**config.mk**
```make
export PLATFORM = sky130hd
export DESIGN_NAME = pipe_hazard_ctrl
export DESIGN_NICKNAME = d
export VERILOG_FILES = /design/src/rtl/pipe_ctrl_pkg.sv /design/src/rtl/sat_counter.sv /design/src/rtl/pipe_hazard_ctrl.sv
export SDC_FILE = /design/constraint.sdc
export NUM_CORES = 1
export LEC_CHECK = 0
export ABC_AREA = 1
export ABC_CLOCK_PERIOD_IN_PS = 1600
export CORE_UTILIZATION = 43
export CTS_BUF_LIST = sky130_fd_sc_hd__clkbuf_4
export DETAILED_ROUTE_END_ITERATION = 10
export HOLD_SLACK_MARGIN = 0.08
export PLACE_DENSITY = 0.81
export SLEW_MARGIN = 20
export SYNTH_ARGS = -nofsm -noshare
export SYNTH_HDL_FRONTEND = slang
export SYNTH_HIERARCHICAL = 1
export SYNTH_SLANG_ARGS = --single-unit
```
**constraint.sdc**
```tcl
create_clock -name clk -period 1.6 [get_ports clk]
set_input_delay 0.24 -clock clk [delete_from_list [all_inputs] [get_ports clk]]
set_output_delay 0.24 -clock clk [all_outputs]
set_load 0.02 [all_outputs]
```
**src/rtl/pipe_ctrl_pkg.sv**
```systemverilog
// Shared types and constants for the pipeline hazard controller.
package pipe_ctrl_pkg;

  typedef enum logic {
    RUN      = 1'b0,
    MEM_WAIT = 1'b1
  } state_e;

  localparam int MEM_TIMEOUT_DEF = 16;

  localparam logic [4:0] REG_ZERO = 5'd0;

  // True when a source operand is actually read and names the given register.
  function automatic logic src_match(input logic use_src, input logic [4:0] rs,
                                     input logic [4:0] rd);
    return use_src && (rs == rd);
  endfunction

endpackage

```
**src/rtl/sat_counter.sv**
```systemverilog
// Saturating event counter: holds at all-ones instead of wrapping.
module sat_counter #(
  parameter int W = 32
) (
  input  logic         clk,
  input  logic         rst,
  input  logic         inc,
  output logic [W-1:0] cnt
);

  logic [W-1:0] cnt_q;
  logic [W-1:0] cnt_d;

  // Next count: step by one unless already saturated.
  always_comb begin
    cnt_d = cnt_q;
    if (inc && (cnt_q != {W{1'b1}})) begin
      cnt_d = cnt_q + W'(1);
    end
  end

  // Count register, cleared asynchronously.
  always_ff @(posedge clk or posedge rst) begin
    if (rst) begin
      cnt_q <= '0;
    end else begin
      cnt_q <= cnt_d;
    end
  end

  assign cnt = cnt_q;

endmodule

```
**src/rtl/pipe_hazard_ctrl.sv**
```systemverilog
// Pipeline hazard controller: memory-wait freeze with timeout, branch
// flush and load-use stall, in priority order freeze > flush > stall.
// Optional performance counters are built when HAZARD_PERF_CNT_EN is defined.
module pipe_hazard_ctrl
  import pipe_ctrl_pkg::*;
#(
  parameter int MEM_TIMEOUT = MEM_TIMEOUT_DEF,
  parameter int CNT_W       = 32
) (
  input  logic             clk,
  input  logic             rst,
  input  logic [4:0]       id_rs1,
  input  logic [4:0]       id_rs2,
  input  logic             id_use_rs1,
  input  logic             id_use_rs2,
  input  logic             id_ex_memread,
  input  logic [4:0]       id_ex_rd,
  input  logic             ex_branch_taken,
  input  logic             mem_req,
  input  logic             mem_ready,
  output logic             pc_en,
  output logic             if_id_en,
  output logic             id_ex_en,
  output logic             ex_mem_en,
  output logic             if_id_flush,
  output logic             id_ex_flush,
  output logic             mem_wb_flush,
  output logic             busy,
`ifdef HAZARD_PERF_CNT_EN
  output logic [CNT_W-1:0] lu_stall_cnt,
  output logic [CNT_W-1:0] flush_cnt,
  output logic [CNT_W-1:0] memwait_cnt,
`endif
  output logic             mem_err
);

  if ((MEM_TIMEOUT < 2) || (MEM_TIMEOUT > 255) || (CNT_W < 1)) begin : g_param_chk
    $error("pipe_hazard_ctrl: MEM_TIMEOUT must be 2..255 and CNT_W >= 1");
  end

  localparam logic [7:0] TMO_LAST = 8'(MEM_TIMEOUT - 1);

  state_e     state_q, state_d;
  logic [7:0] wcnt_q, wcnt_d;

  logic load_use;
  logic frozen;
  logic timeout;
  logic stall_ev;
  logic flush_ev;
  logic freeze_ev;

  assign load_use = id_ex_memread && (id_ex_rd != REG_ZERO) &&
                    (src_match(id_use_rs1, id_rs1, id_ex_rd) ||
                     src_match(id_use_rs2, id_rs2, id_ex_rd));

  // Next state, wait counter and freeze/timeout detection.
  always_comb begin
    state_d = state_q;
    wcnt_d  = wcnt_q;
    frozen  = 1'b0;
    timeout = 1'b0;
    unique case (state_q)
      RUN: begin
        if (mem_req && !mem_ready) begin
          frozen  = 1'b1;
          state_d = MEM_WAIT;
          wcnt_d  = 8'd0;
        end
      end
      MEM_WAIT: begin
        wcnt_d = wcnt_q + 8'd1;
        if (mem_ready) begin
          state_d = RUN;
        end else if (wcnt_q == TMO_LAST) begin
          // Give up on the access: release the pipe and report it once.
          timeout = 1'b1;
          state_d = RUN;
        end else begin
          frozen = 1'b1;
        end
      end
      default: begin
        state_d = RUN;
      end
    endcase
  end

  // Stage enables and flushes by priority; reset forces all-hold, all-bubble.
  always_comb begin
    pc_en        = 1'b1;
    if_id_en     = 1'b1;
    id_ex_en     = 1'b1;
    ex_mem_en    = 1'b1;
    if_id_flush  = 1'b0;
    id_ex_flush  = 1'b0;
    mem_wb_flush = 1'b0;
    busy         = (state_q == MEM_WAIT);
    mem_err      = timeout;
    stall_ev     = 1'b0;
    flush_ev     = 1'b0;
    freeze_ev    = 1'b0;
    if (rst) begin
      pc_en        = 1'b0;
      if_id_en     = 1'b0;
      id_ex_en     = 1'b0;
      ex_mem_en    = 1'b0;
      if_id_flush  = 1'b1;
      id_ex_flush  = 1'b1;
      mem_wb_flush = 1'b1;
      busy         = 1'b0;
      mem_err      = 1'b0;
    end else if (frozen) begin
      // The whole pipe holds; only the write-back slot drains as a bubble.
      freeze_ev    = 1'b1;
      pc_en        = 1'b0;
      if_id_en     = 1'b0;
      id_ex_en     = 1'b0;
      ex_mem_en    = 1'b0;
      mem_wb_flush = 1'b1;
    end else if (ex_branch_taken) begin
      flush_ev    = 1'b1;
      if_id_flush = 1'b1;
      id_ex_flush = 1'b1;
    end else if (load_use) begin
      // Hold fetch/decode one cycle and let the load move on out of EX.
      stall_ev    = 1'b1;
      pc_en       = 1'b0;
      if_id_en    = 1'b0;
      id_ex_flush = 1'b1;
    end
  end

  // FSM state and wait counter registers.
  always_ff @(posedge clk or posedge rst) begin
    if (rst) begin
      state_q <= RUN;
      wcnt_q  <= 8'd0;
    end else begin
      state_q <= state_d;
      wcnt_q  <= wcnt_d;
    end
  end

`ifdef HAZARD_PERF_CNT_EN
  sat_counter #(.W(CNT_W)) u_lu_cnt (
    .clk (clk),
    .rst (rst),
    .inc (stall_ev),
    .cnt (lu_stall_cnt)
  );

  sat_counter #(.W(CNT_W)) u_flush_cnt (
    .clk (clk),
    .rst (rst),
    .inc (flush_ev),
    .cnt (flush_cnt)
  );

  sat_counter #(.W(CNT_W)) u_memwait_cnt (
    .clk (clk),
    .rst (rst),
    .inc (freeze_ev),
    .cnt (memwait_cnt)
  );
`else
  logic unused_ev;
  assign unused_ev = stall_ev ^ flush_ev ^ freeze_ev;
`endif

endmodule

```
# ---- Word-level counts from Yosys, hierarchy flattened
# Cells that the tools add are included.
# Widths: inputs -> output; s select.
dict set report classes {
  n_addsub 1
  eq_ne 4
  bitwise_logic 1
  reduce_logical 8
  mux 26
}
# operator n
set op_table {}
lappend op_table {{$mux 1} 23}
lappend op_table {{$pmux 8 s2} 1}
lappend op_table {{$eq 5x5->1} 2}
lappend op_table {{$add 8x1->8 const B} 1}
lappend op_table {{$eq 8x4->1 const B} 1}
lappend op_table {{$mux 8} 1}
lappend op_table {{$logic_and 1x1->1} 5}
lappend op_table {{$reduce_bool 5->1} 1}
lappend op_table {{$ne 2x2->1 const B} 1}
lappend op_table {{$pmux 1 s2} 1}
lappend op_table {{$logic_not 1->1} 1}
lappend op_table {{$logic_or 1x1->1} 1}
lappend op_table {{$not 1->1} 1}
dict set report word_totals {
  regBits 9
  wordCells 42
}

# ---- Logic depth before layout (Yosys ltp)
dict set report depth {
  word_depth 8
  mapped_depth 10
  ltp_nobuf 9
}

# ---- Worst setup path after synthesis
# No wires, ideal clock.
dict set report synth_timing {
  kind {register to output}
  from {register wcnt_q[0]}
  to {output port pc_en}
  t_required_ns 1.360
  stages_incl_launch_ff 11
  path_slack_ns -0.162
  arrival_ns 1.522
  cell_sequence {dfrtp_1 > ha_1 > nand2_1 > nor3_1 > nand2_1 > nand2_2 > nand2_2 > nor2_4 > nand2_1 > inv_1 > buf_4}
}
dict set report synth_via {
  elab_chain_len 6
}
# item line_no
set synth_rtl {}
lappend synth_rtl {{from (decl)} pipe_hazard_ctrl.sv:44} ;# logic [7:0] wcnt_q, wcnt_d;
lappend synth_rtl {{from (signal assigned)} pipe_hazard_ctrl.sv:141} ;# wcnt_q <= wcnt_d;
lappend synth_rtl {{$eq 8x4->1} pipe_hazard_ctrl.sv:75} ;# end else if (wcnt_q == TMO_LAST) begin
lappend synth_rtl {{$mux 1} pipe_hazard_ctrl.sv:75}
lappend synth_rtl {{$mux 1} pipe_hazard_ctrl.sv:73} ;# if (mem_ready) begin
lappend synth_rtl {{$pmux 1 s2} pipe_hazard_ctrl.sv:63} ;# unique case (state_q)
lappend synth_rtl {{named net frozen} pipe_hazard_ctrl.sv:47} ;# logic frozen;
lappend synth_rtl {{$mux 1 (2 in a row)} --}
lappend synth_rtl {{to (decl)} pipe_hazard_ctrl.sv:21} ;# output logic pc_en,
# The timed path passes the listed nets, and every way through them passes these cells.

# ---- Final worst setup path
dict set report layout_timing {
  from {register wcnt_q[0]}
  to {output port pc_en}
}
dict set report layout_via {
  elab_chain_len 6
}
# item line_no
set layout_rtl {}
lappend layout_rtl {{$eq 8x4->1} pipe_hazard_ctrl.sv:75}
lappend layout_rtl {{$mux 1} pipe_hazard_ctrl.sv:75}
lappend layout_rtl {{$mux 1} pipe_hazard_ctrl.sv:73}
lappend layout_rtl {{$pmux 1 s2} pipe_hazard_ctrl.sv:63}
lappend layout_rtl {{named net frozen} pipe_hazard_ctrl.sv:47}
lappend layout_rtl {{$mux 1} pipe_hazard_ctrl.sv:113} ;# end else if (frozen) begin
lappend layout_rtl {{$mux 1} pipe_hazard_ctrl.sv:103} ;# if (rst) begin
# The timed path passes the listed nets, and every way through them passes these cells.

==> run summary <==
In this design, the stage delay of the slowest critical-path cell is 0.40 ns. The internal reg-to-reg setup slack is 0.14 ns. The total length of routed met2 wires is 1.23 mm. The endpoint identified for the worst register-to-register timing path is state_q. The floorplan step set the die width to 44.1 um. The cell at the slowest stage of the critical path is sky130_fd_sc_hd__dfrtp_1. For this block, the initial DRC count from the detailed router was 24.

The slew at the pin closest to its max-slew limit is 0.267 ns. The share of synthesized area occupied by flip-flops and latches is 0.296. The worst voltage drop across the vdd grid came out at 0.000482 V. The depth of the worst register-to-register path is 9. The count of nets after finishing came out at 205.

The number of global-route vias before repair is 908. Of the total power, the share spent switching nets is 0.334. The detail route stage leaves a number of antenna-violating nets equal to 0. The analysis attributes to cell leakage a power of 0.713 nW. The worst setup path is captured at a primary output. The total clock sinks came out at 9. Counting flops and latches in the post-synthesis netlist gives 9. The floorplan step defined a die boundary enclosing 1940 um^2. The number of vias after detailed routing came out at 973. The routed wire length is 2.34 mm. The total power consumption of the routed design came out at 0.00103 W.

Of all nets on the critical path, the largest fanout is 4. The synthesized netlist cell count came out at 123. Setup repair after global routing could not meet its margin everywhere. The average routed wire per standard cell is 11.9 um.

The count of flip-flops with a built-in enable after synthesis is 0. Row generation in the floorplan step produced 14 rows. The placer's final routability congestion estimate came out at 0.822. The first-pass GRT wire length is 3.69 mm. After detailed routing, the number of vias per cell comes to 4.96. The pin count of the biggest net entering global routing is 10. The count of warnings emitted by yosys came out at 6.

The critical path startpoint category is a register. The fraction of final layout cells with drive strength greater than 1 is 0.300. Headroom to the max-slew limit came out at 0.820.

Max-cap violations in this run came to 0. The final critical-path required period is 1.85 ns. The type of the most critical hold path is input port to async pin. The area inside the core boundary came out at 1580 um^2.

By count the netlist is led by 37 x sky130_fd_sc_hd__nand2_1, 26 x sky130_fd_sc_hd__inv_1, 12 x sky130_fd_sc_hd__nor2_1, 9 x sky130_fd_sc_hd__dfrtp_1, 9 x sky130_fd_sc_hd__nand3_1. After synthesis the cells add up to 762 um^2. Among all cell types in the netlist, the one instantiated most often is sky130_fd_sc_hd__nand2_1.

From synthesis to final layout, the design area changed by 72.2%. The initial antenna violation count came out at 0. The share of the cycle needed by the critical path after routing is 1.16. The combinational share of power came out at 0.513.

The most repeated library cell on the critical path is sky130_fd_sc_hd__nand2_2. The remaining design rule violation count came out at 2. Traced cell by cell, the critical path runs through ha_4 -> nand2_2 -> nor3_2 -> nand2_1 -> nand2_2 -> nand2_4 -> nor2_4 -> nand2_2 -> inv_2 -> buf_6. Port buffering added 31 buffers.

After clock tree synthesis, the clock-pin slew on the worst setup and hold paths is 0.07 ns. The number of detailed-route iterations in the first pass came out at 7. Across every metal layer, demand over resource in global routing totals 0.259. Of the post-synthesis cell area, the dominant cell type holds 0.296. The power density relative to cell area is 783 nW/um^2. In this run the power spent charging and discharging nets is 0.000344 W. For this run the aggregate overflow at the end of global routing stands at 0. Each instance of the synthesized netlist takes up on average 6.19 um^2. In this run the number of H-tree levels came out at 1.

The final hold violation count was 0. The cell accounting for the most synthesized area is sky130_fd_sc_hd__dfrtp_1. After synthesis, the share of flip-flops with an asynchronous set or reset is 1.00. The buffer type at the clock tree root is sky130_fd_sc_hd__clkbuf_4. In this run the deepest clock path goes through 2 buffers.

The count of different cell masters after synthesis is 21. The portion of total power attributed to sequential cells is 0.302. The highest layer touched by signal routing is met4. The worst setup path is of the register to primary output kind.

The starting density of the core came out at 0.483. The flow ran to the end, but the final reports show violations. The total inserted antenna cells came out at 0. The final standard cell utilization of the core is 0.833.

The startpoint identified for the worst register-to-register timing path is wcnt_q[0]. The CTS tree is built. Among all flip-flop cells after synthesis, the most frequent one is sky130_fd_sc_hd__dfrtp_1. The half-perimeter wire length after detailed placement is 1.80 mm.

The clock arrives with 0.00901 ns of skew. The required arrival time at the worst endpoint is 1.36 ns. The part of the power in the clock network is 0.185. The internal power of the cells is 0.000684 W. The slack of the critical path is -0.249 ns. Setup violations remaining at the end of the flow were counted as 8. By area the synthesized netlist is led by sky130_fd_sc_hd__dfrtp_1 30%, sky130_fd_sc_hd__nand2_1 18%, sky130_fd_sc_hd__inv_1 13%.

The data arrival time of the worst path came out at 1.61 ns. The number of hold buffers added after CTS came out at 0. The floorplan die height came out at 44.1 um. For this design the top-level I/O count stands at 32. The number of max-slew violations in the final report came out at 0. The met1 layer wirelength in the final routing came out at 955 um. The detailed route wirelength on metal3 came out at 106 um. The peak clock frequency supported by timing is 0.541 GHz. The number of CTS-inserted buffers came out at 3. The final reports fail on DRC, setup timing. The latest clock arrival within the worst-skew pair came out at 0.26 ns. The total nets after synthesis is 147.
## power by group through the flow
stage	registers (W)	clock network (W)	logic (W)
final	0.000310	0.000191	0.000527
after global routing	0.000312	0.000205	0.000584
after CTS	0.000297	0.000192	0.000461
after detailed placement	0.000300	0	0.000402
after global placement	0.000298	0	0.000381
after floorplan	0.000310	0	0.000170
## logic make-up after synthesis
kind of cell               synth area share
and+or+nand+nor                       0.463
buffers and inverters                 0.153
AOI/OAI and AO/OA                    0.0722
DFF                                   0.296
adders and majority gates            0.0164
## flip-flops by register name, summed over array words and instances, names as in the netlist
name	cells
state_q	1
wcnt_q	8
## stage by stage
step                      worst slack [ns]  hold WS (ns)  std cells  setup TNS (ns)  area [um^2]
after floorplan                     -0.103        0.0761        123          -0.185          762
after global placement              -0.544         0.539        184           -3.86         1200
after detailed placement            -0.606         0.546        184           -4.20         1200
after CTS                           -0.229         0.478        192           -1.43         1270
after global routing                -0.324         0.537        196           -2.13         1310
final                               -0.249         0.520        196           -1.66         1310
## critical path: cells and delay by family (launching register included)
kind	cells	cell delay, ns
AND/OR/NAND/NOR	7	0.63
buffers and inverters	2	0.17
flip-flops	1	0.40
adder cells (fa/ha/maj)	1	0.16
## repair_timing
item / CTS / global route
cloned: 0 / 0
setup buffers: 4 / 4
gates resized for setup: 50 / 5
hold endpoints to repair: 0 / 0
pin swaps: 2 / 1
endpoints found under the setup margin: 9 / 9
## layout by cell type (no fill, tap or decap), types with 2 or more instances in the layout
cell type	synthesis	layout
sky130_fd_sc_hd__nand2_1	37	34
sky130_fd_sc_hd__inv_1	26	25
sky130_fd_sc_hd__buf_4	2	24
sky130_fd_sc_hd__clkdlybuf4s50_1	0	21
sky130_fd_sc_hd__nor2_1	12	12
sky130_fd_sc_hd__nand3_1	9	9
sky130_fd_sc_hd__dfrtp_1	9	9
sky130_fd_sc_hd__o21ai_0	6	6
sky130_fd_sc_hd__a21oi_1	5	5
sky130_fd_sc_hd__buf_6	0	5
sky130_fd_sc_hd__nand2_2	2	4
sky130_fd_sc_hd__clkbuf_4	0	4
sky130_fd_sc_hd__nor3_2	2	3
sky130_fd_sc_hd__buf_2	0	3
sky130_fd_sc_hd__inv_2	1	2
sky130_fd_sc_hd__nor2_4	2	2
sky130_fd_sc_hd__nand3b_1	2	2
## cell type report
type	instances	area (um^2)
Timing Repair Buffer	55	479
Clock buffer	4	30.0
Sequential cell	9	225
Multi-Input combinational cell	85	457
Inverter	27	101
Tap cell	16	20.0
Fill cell	99	264
## layer usage
metal / vias up / track usage
li1: 492 / -
met1: 442 / 0.284
met2: 33 / 0.488
met3: 6 / 0.0245
met4: 0 / 0.127
met5: - / 0
## worst max-delay path by stage
stage	slack [ns]	end	from
final	-0.25	pc_en	wcnt_q[0]
after global routing	-0.32	if_id_en	wcnt_q[0]
after CTS	-0.23	pc_en	wcnt_q[0]
after detailed placement	-0.61	pc_en	id_ex_rd[3]
after global placement	-0.54	id_ex_flush	id_ex_rd[0]
after floorplan	-0.10	pc_en	wcnt_q[0]
No activity file was read; power rests on OpenSTA's default activity.
